--- src/rtl/imem_load_ctrl.sv ---
// imem_load_ctrl: loads a streamed program image into BRAM port B; readback verify enabled by IMEM_LOAD_VERIFY_EN
module imem_load_ctrl #(
  parameter int ADDR_WIDTH = 8,
  parameter int DATA_WIDTH = 32,
  parameter int MEM_SIZE   = 256
) (
  input  logic                  clk,
  input  logic                  rst,
  input  logic                  start,
  input  logic [ADDR_WIDTH-1:0] base_addr,
  input  logic [ADDR_WIDTH:0]   word_count,
  input  logic                  s_valid,
  input  logic [DATA_WIDTH-1:0] s_data,
  output logic                  s_ready,
  output logic                  mem_enable,
  output logic [ADDR_WIDTH-1:0] mem_addr_b,
  output logic [DATA_WIDTH-1:0] mem_data_in_b,
  output logic                  mem_we_b,
  input  logic [DATA_WIDTH-1:0] mem_data_out_b,
  output logic                  cpu_hold,
  output logic                  busy,
  output logic                  done,
  output logic                  error
);
  typedef enum logic [2:0] {S_IDLE, S_LOAD, S_VERIFY_RD, S_VERIFY_CHK, S_DONE} state_t;
  localparam logic [ADDR_WIDTH:0]   LP_SIZE  = (ADDR_WIDTH+1)'(MEM_SIZE);
  localparam logic [ADDR_WIDTH:0]   LP_ONE_C = (ADDR_WIDTH+1)'(1);
  localparam logic [ADDR_WIDTH-1:0] LP_ONE_A = ADDR_WIDTH'(1);
  state_t                r_state;
  logic [ADDR_WIDTH-1:0] r_ptr;
  logic [ADDR_WIDTH:0]   r_count;
  logic [ADDR_WIDTH:0]   r_cnt;
  logic                  r_error;
  logic                  w_load;
  logic                  w_last;
`ifdef IMEM_LOAD_VERIFY_EN
  logic [ADDR_WIDTH-1:0] r_base;
  logic [DATA_WIDTH-1:0] r_wr_sum;
  logic [DATA_WIDTH-1:0] r_rd_sum;
`else
  logic                  w_unused;
  assign w_unused = ^mem_data_out_b;
`endif
  // rst gates s_ready so the word on the wire at the reset edge is never written
  assign w_load        = (r_state == S_LOAD) & ~rst;
  assign w_last        = r_cnt == r_count - LP_ONE_C;
  assign s_ready       = w_load;
  assign mem_we_b      = w_load & s_valid;
  assign mem_addr_b    = r_ptr;
  assign mem_data_in_b = s_data;
  assign mem_enable    = r_state inside {S_LOAD, S_VERIFY_RD, S_VERIFY_CHK};
  assign busy          = r_state != S_IDLE;
  assign cpu_hold      = r_state != S_IDLE;
  assign done          = r_state == S_DONE;
  assign error         = r_error;
  always_ff @(posedge clk) begin
    if (rst) begin
      r_state <= S_IDLE;
      r_ptr   <= '0;
      r_count <= '0;
      r_cnt   <= '0;
      r_error <= 1'b0;
`ifdef IMEM_LOAD_VERIFY_EN
      r_base   <= '0;
      r_wr_sum <= '0;
      r_rd_sum <= '0;
`endif
    end else begin
      case (r_state)
        S_IDLE: if (start) begin
          r_ptr   <= base_addr;
          r_count <= word_count;
          r_cnt   <= '0;
          r_error <= word_count > LP_SIZE;
          r_state <= (word_count == '0 || word_count > LP_SIZE) ? S_DONE : S_LOAD;
`ifdef IMEM_LOAD_VERIFY_EN
          r_base   <= base_addr;
          r_wr_sum <= '0;
          r_rd_sum <= '0;
`endif
        end
        S_LOAD: if (s_valid) begin
          r_ptr <= r_ptr + LP_ONE_A;
          r_cnt <= r_cnt + LP_ONE_C;
`ifdef IMEM_LOAD_VERIFY_EN
          r_wr_sum <= r_wr_sum ^ s_data;
          if (w_last) begin
            r_state <= S_VERIFY_RD;
            r_ptr   <= r_base;
            r_cnt   <= '0;
          end
`else
          if (w_last) r_state <= S_DONE;
`endif
        end
`ifdef IMEM_LOAD_VERIFY_EN
        S_VERIFY_RD: begin
          r_ptr <= r_ptr + LP_ONE_A;
          r_cnt <= r_cnt + LP_ONE_C;
          if (r_cnt != '0) r_rd_sum <= r_rd_sum ^ mem_data_out_b;
          if (w_last) r_state <= S_VERIFY_CHK;
        end
        S_VERIFY_CHK: begin
          if ((r_rd_sum ^ mem_data_out_b) != r_wr_sum) r_error <= 1'b1;
          r_state <= S_DONE;
        end
`endif
        S_DONE:  r_state <= S_IDLE;
        default: r_state <= S_IDLE;
      endcase
    end
  end
endmodule
--- config.mk ---
export PLATFORM = sky130hd
export DESIGN_NAME = imem_load_ctrl
export DESIGN_NICKNAME = d
export VERILOG_FILES = /design/src/rtl/imem_load_ctrl.sv
export SDC_FILE = /design/constraint.sdc
export NUM_CORES = 1
export LEC_CHECK = 0
export CORE_UTILIZATION = 30
export DETAILED_ROUTE_END_ITERATION = 10
export PLACE_DENSITY = 0.78
export SYNTH_ARGS = -nofsm -noshare
export SYNTH_HDL_FRONTEND = slang
export SYNTH_SLANG_ARGS = --single-unit
--- constraint.sdc ---
create_clock -name clk -period 2.5 [get_ports clk]
set_clock_uncertainty 0.1 [all_clocks]
set_input_delay 0.5 -clock clk [delete_from_list [all_inputs] [get_ports clk]]
set_output_delay 0.5 -clock clk [all_outputs]
set_load 0.02 [all_outputs]
==> impl_metrics.env <==
export IMPL_status="complete, no violations"
export IMPL_synth_edff_count=0
export IMPL_route_vias_total=1586
export IMPL_io_buffers=35
export IMPL_crit_arrival_ns=1.71
export IMPL_insertion_delay_ns=0.27
export IMPL_drc_errors=0
export IMPL_async_flop_share_pct=0
export IMPL_p_per_area_nw_per_um2=543
export IMPL_antenna_found_initial=0
export IMPL_initial_core_util_pct=31.4
export IMPL_worst_ep_required_time_ns=1.90
export IMPL_setup_viol=0
export IMPL_syn_avg_cell_area_um2=7.82
export IMPL_ys_ff_latch=29
export IMPL_coreArea_um2=5960
export IMPL_yosysSeqAreaShare_pct=31.1
export IMPL_die_w_um=80.9
export IMPL_slew_viol_final=0
export IMPL_seq_area_um2=581
export IMPL_h_tree_depth=2
export IMPL_antenna_left=0
export IMPL_syn2layout_area_growth_pct=15.3
export IMPL_setup_tns_final_ns=0
export IMPL_slowest_delay_ns=0.61
export IMPL_leakage_uw=0.000800
export IMPL_wl_met1_um=1840
export IMPL_place_hpwl_um=2890
export IMPL_fin_crit_ns=2.31
export IMPL_final_hold_viol_count=0
export IMPL_endpoint_kind="output pin"
export IMPL_synth_largest_area_cell="dfxtp_1"
export IMPL_final_period_utilization_pct=92.3
export IMPL_met2_length_um=1760
export IMPL_io_pins=132
export IMPL_die_h_um=80.9
export IMPL_ys_types=48
export IMPL_cts_sinks=29
export IMPL_drive_gt1_share_pct=6.45
export IMPL_yosysMostFrequentCell="nand2_1"
export IMPL_max_slew_margin_pct=71.9
export IMPL_final_nets=336
export IMPL_grtUsageTotal_pct=13.2
export IMPL_clkTransAtPathRegs_ns=0.06
export IMPL_grt_pass1_vias=1511
export IMPL_cts_root_buf="clkbuf_8"
export IMPL_cts_setup_buffers=0
export IMPL_clk_path_buf_depth=2
export IMPL_rr_startpoint="r_count[0]$_SDFFE_PP0P_"
export IMPL_top_layer="met4"
export IMPL_tightest_slew_ns=0.421
export IMPL_hold_ws_ns=0.354
export IMPL_min_delay_start="error$_SDFFE_PP0P_"
export IMPL_synth_common_cells="nand2_1 (41), buf_4 (34), dfxtp_1 (29), a21oi_1 (22), nor2_1 (19)"
export IMPL_ys_flop_type="dfxtp_1"
export IMPL_wirelength_um=3860
export IMPL_critical_path_slowest_cell="clkdlybuf4s50_1"
export IMPL_numCtsBuffers=5
export IMPL_crit_fanout=2
export IMPL_cpMostUsedCell="clkdlybuf4s50_1"
export IMPL_grt_max_degree=17
export IMPL_grt_first_pass_wirelength_um=6660
export IMPL_fmax_ghz=0.433
export IMPL_rsz0062_at_grt="no"
export IMPL_synth_top_area_share_pct=31.1
export IMPL_dr_pass1_iters=4
export IMPL_startpoint_type="input pin"
export IMPL_postSynthCellCount=239
export IMPL_synth_area_um2=1870
export IMPL_fp_row_count=28
export IMPL_critPathKind="input pin to output pin"
export IMPL_diodes=0
export IMPL_first_iter_violations=62
export IMPL_cts_tree="done"
export IMPL_min_path_type="register to register"
export IMPL_wl_met3_um=197
export IMPL_peakVddDrop_mv=0.274
export IMPL_place_congestion=0.809
export IMPL_critPathLaunch="s_valid"
export IMPL_detail_route_wl_per_cell_um=11.9
export IMPL_yosys_warnings=0
export IMPL_synthesis_nets=328
export IMPL_fill_cells=615
export IMPL_finish_utilization_pct=36.2
export IMPL_crit_chain="clkdlybuf4s50_1 -> nand2_1 -> nor2_1 -> clkdlybuf4s50_1"
export IMPL_hold_buffers=0
export IMPL_die_area_um2=6550
export IMPL_multi_input_area_um2=975
export IMPL_yosys_top_cells_area="dfxtp_1 (31%), buf_4 (14%), nand2_1 (8.2%)"
export IMPL_cap_viol_max_count=0
export IMPL_via_per_inst=4.91
export IMPL_overflow=0
-- cells in the final DEF (no fill, tap or decap), types with 3 or more instances in the layout --
master           instances
nand2_1                 41
clkdlybuf4s50_1         35
dfxtp_1                 29
a21oi_1                 22
nor2_1                  19
xor2_1                  11
nand3_1                  8
buf_4                    7
inv_1                    5
xnor2_1                  5
clkbuf_8                 5
nand2b_1                 4
a211oi_1                 4
ha_1                     4
nor3_1                   3
and4_1                   3
clkbuf_1                 3
-- state kept, by name, indices dropped and copies added, names as in the netlist --
register and flops:
error 1, mem_addr_b 8, r_cnt 9, r_count 9, r_state 2
-- per-layer routing --
layer / global-route usage, % / up-vias
li1: - / 804
met1: 15.8 / 739
met2: 21.3 / 34
met3: 3.71 / 9
met4: 6.61 / 0
met5: 0 / -
-- critical path, delay by kind of cell --
family / cells / cell delay (ns)
buffers and inverters: 2 / 1.08
AND/OR/NAND/NOR: 2 / 0.13
-- repair_timing --
action	CTS	global route
resized for setup	0	1
endpoints found under the hold margin	0	0
endpoints found under the setup margin	0	2
-- logic make-up (layout without fill, tap and decap cells) --
| kind of cell | count (synthesis) | after routing | share of synthesized area, % |
|---|---|---|---|
| multiplexers | 2 | 2 | 1.07 |
| buffers and inverters | 47 | 56 | 17.1 |
| AO/OA/AOI/OAI | 44 | 44 | 15.3 |
| flip-flops | 29 | 29 | 31.1 |
| XOR/XNOR | 16 | 16 | 7.50 |
| AND/OR/NAND/NOR | 97 | 97 | 25.3 |
| adder cells (fa/ha/maj) | 4 | 4 | 2.68 |
-- final timing paths --
kind,to,slack [ns],depth (start not counted)
worst max-delay path,mem_we_b,0.19,4
worst min-delay path,error$_SDFFE_PP0P_,0.35,2
worst max register to register,r_state[0]$_SDFFE_PP0P_,0.28,8
worst min register to register,error$_SDFFE_PP0P_,0.35,2
-- report_power, final --
group	internal, µW	switching (µW)
logic	139	145
clock network	197	163
registers	491	34.3
-- stage by stage --
step | cell area (µm²) | total power, µW | instances | setup slack (ns)
after floorplan | 1870 | 779 | 239 | 0.486
after global routing | 2150 | 1240 | 323 | 0.116
after detailed placement | 2070 | 818 | 315 | 0.132
after global placement | 2070 | 811 | 315 | 0.153
final | 2150 | 1170 | 323 | 0.192
after CTS | 2150 | 1180 | 323 | 0.124
-- layout make-up --
type,instances,area share (%)
inverters,6,1.05
multi-input cells,163,45.2
clock buffers,8,3.72
repair buffers,42,18.7
flip-flops and latches,29,26.9
well taps,75,4.36
No activity file was read; power rests on OpenSTA's default activity.
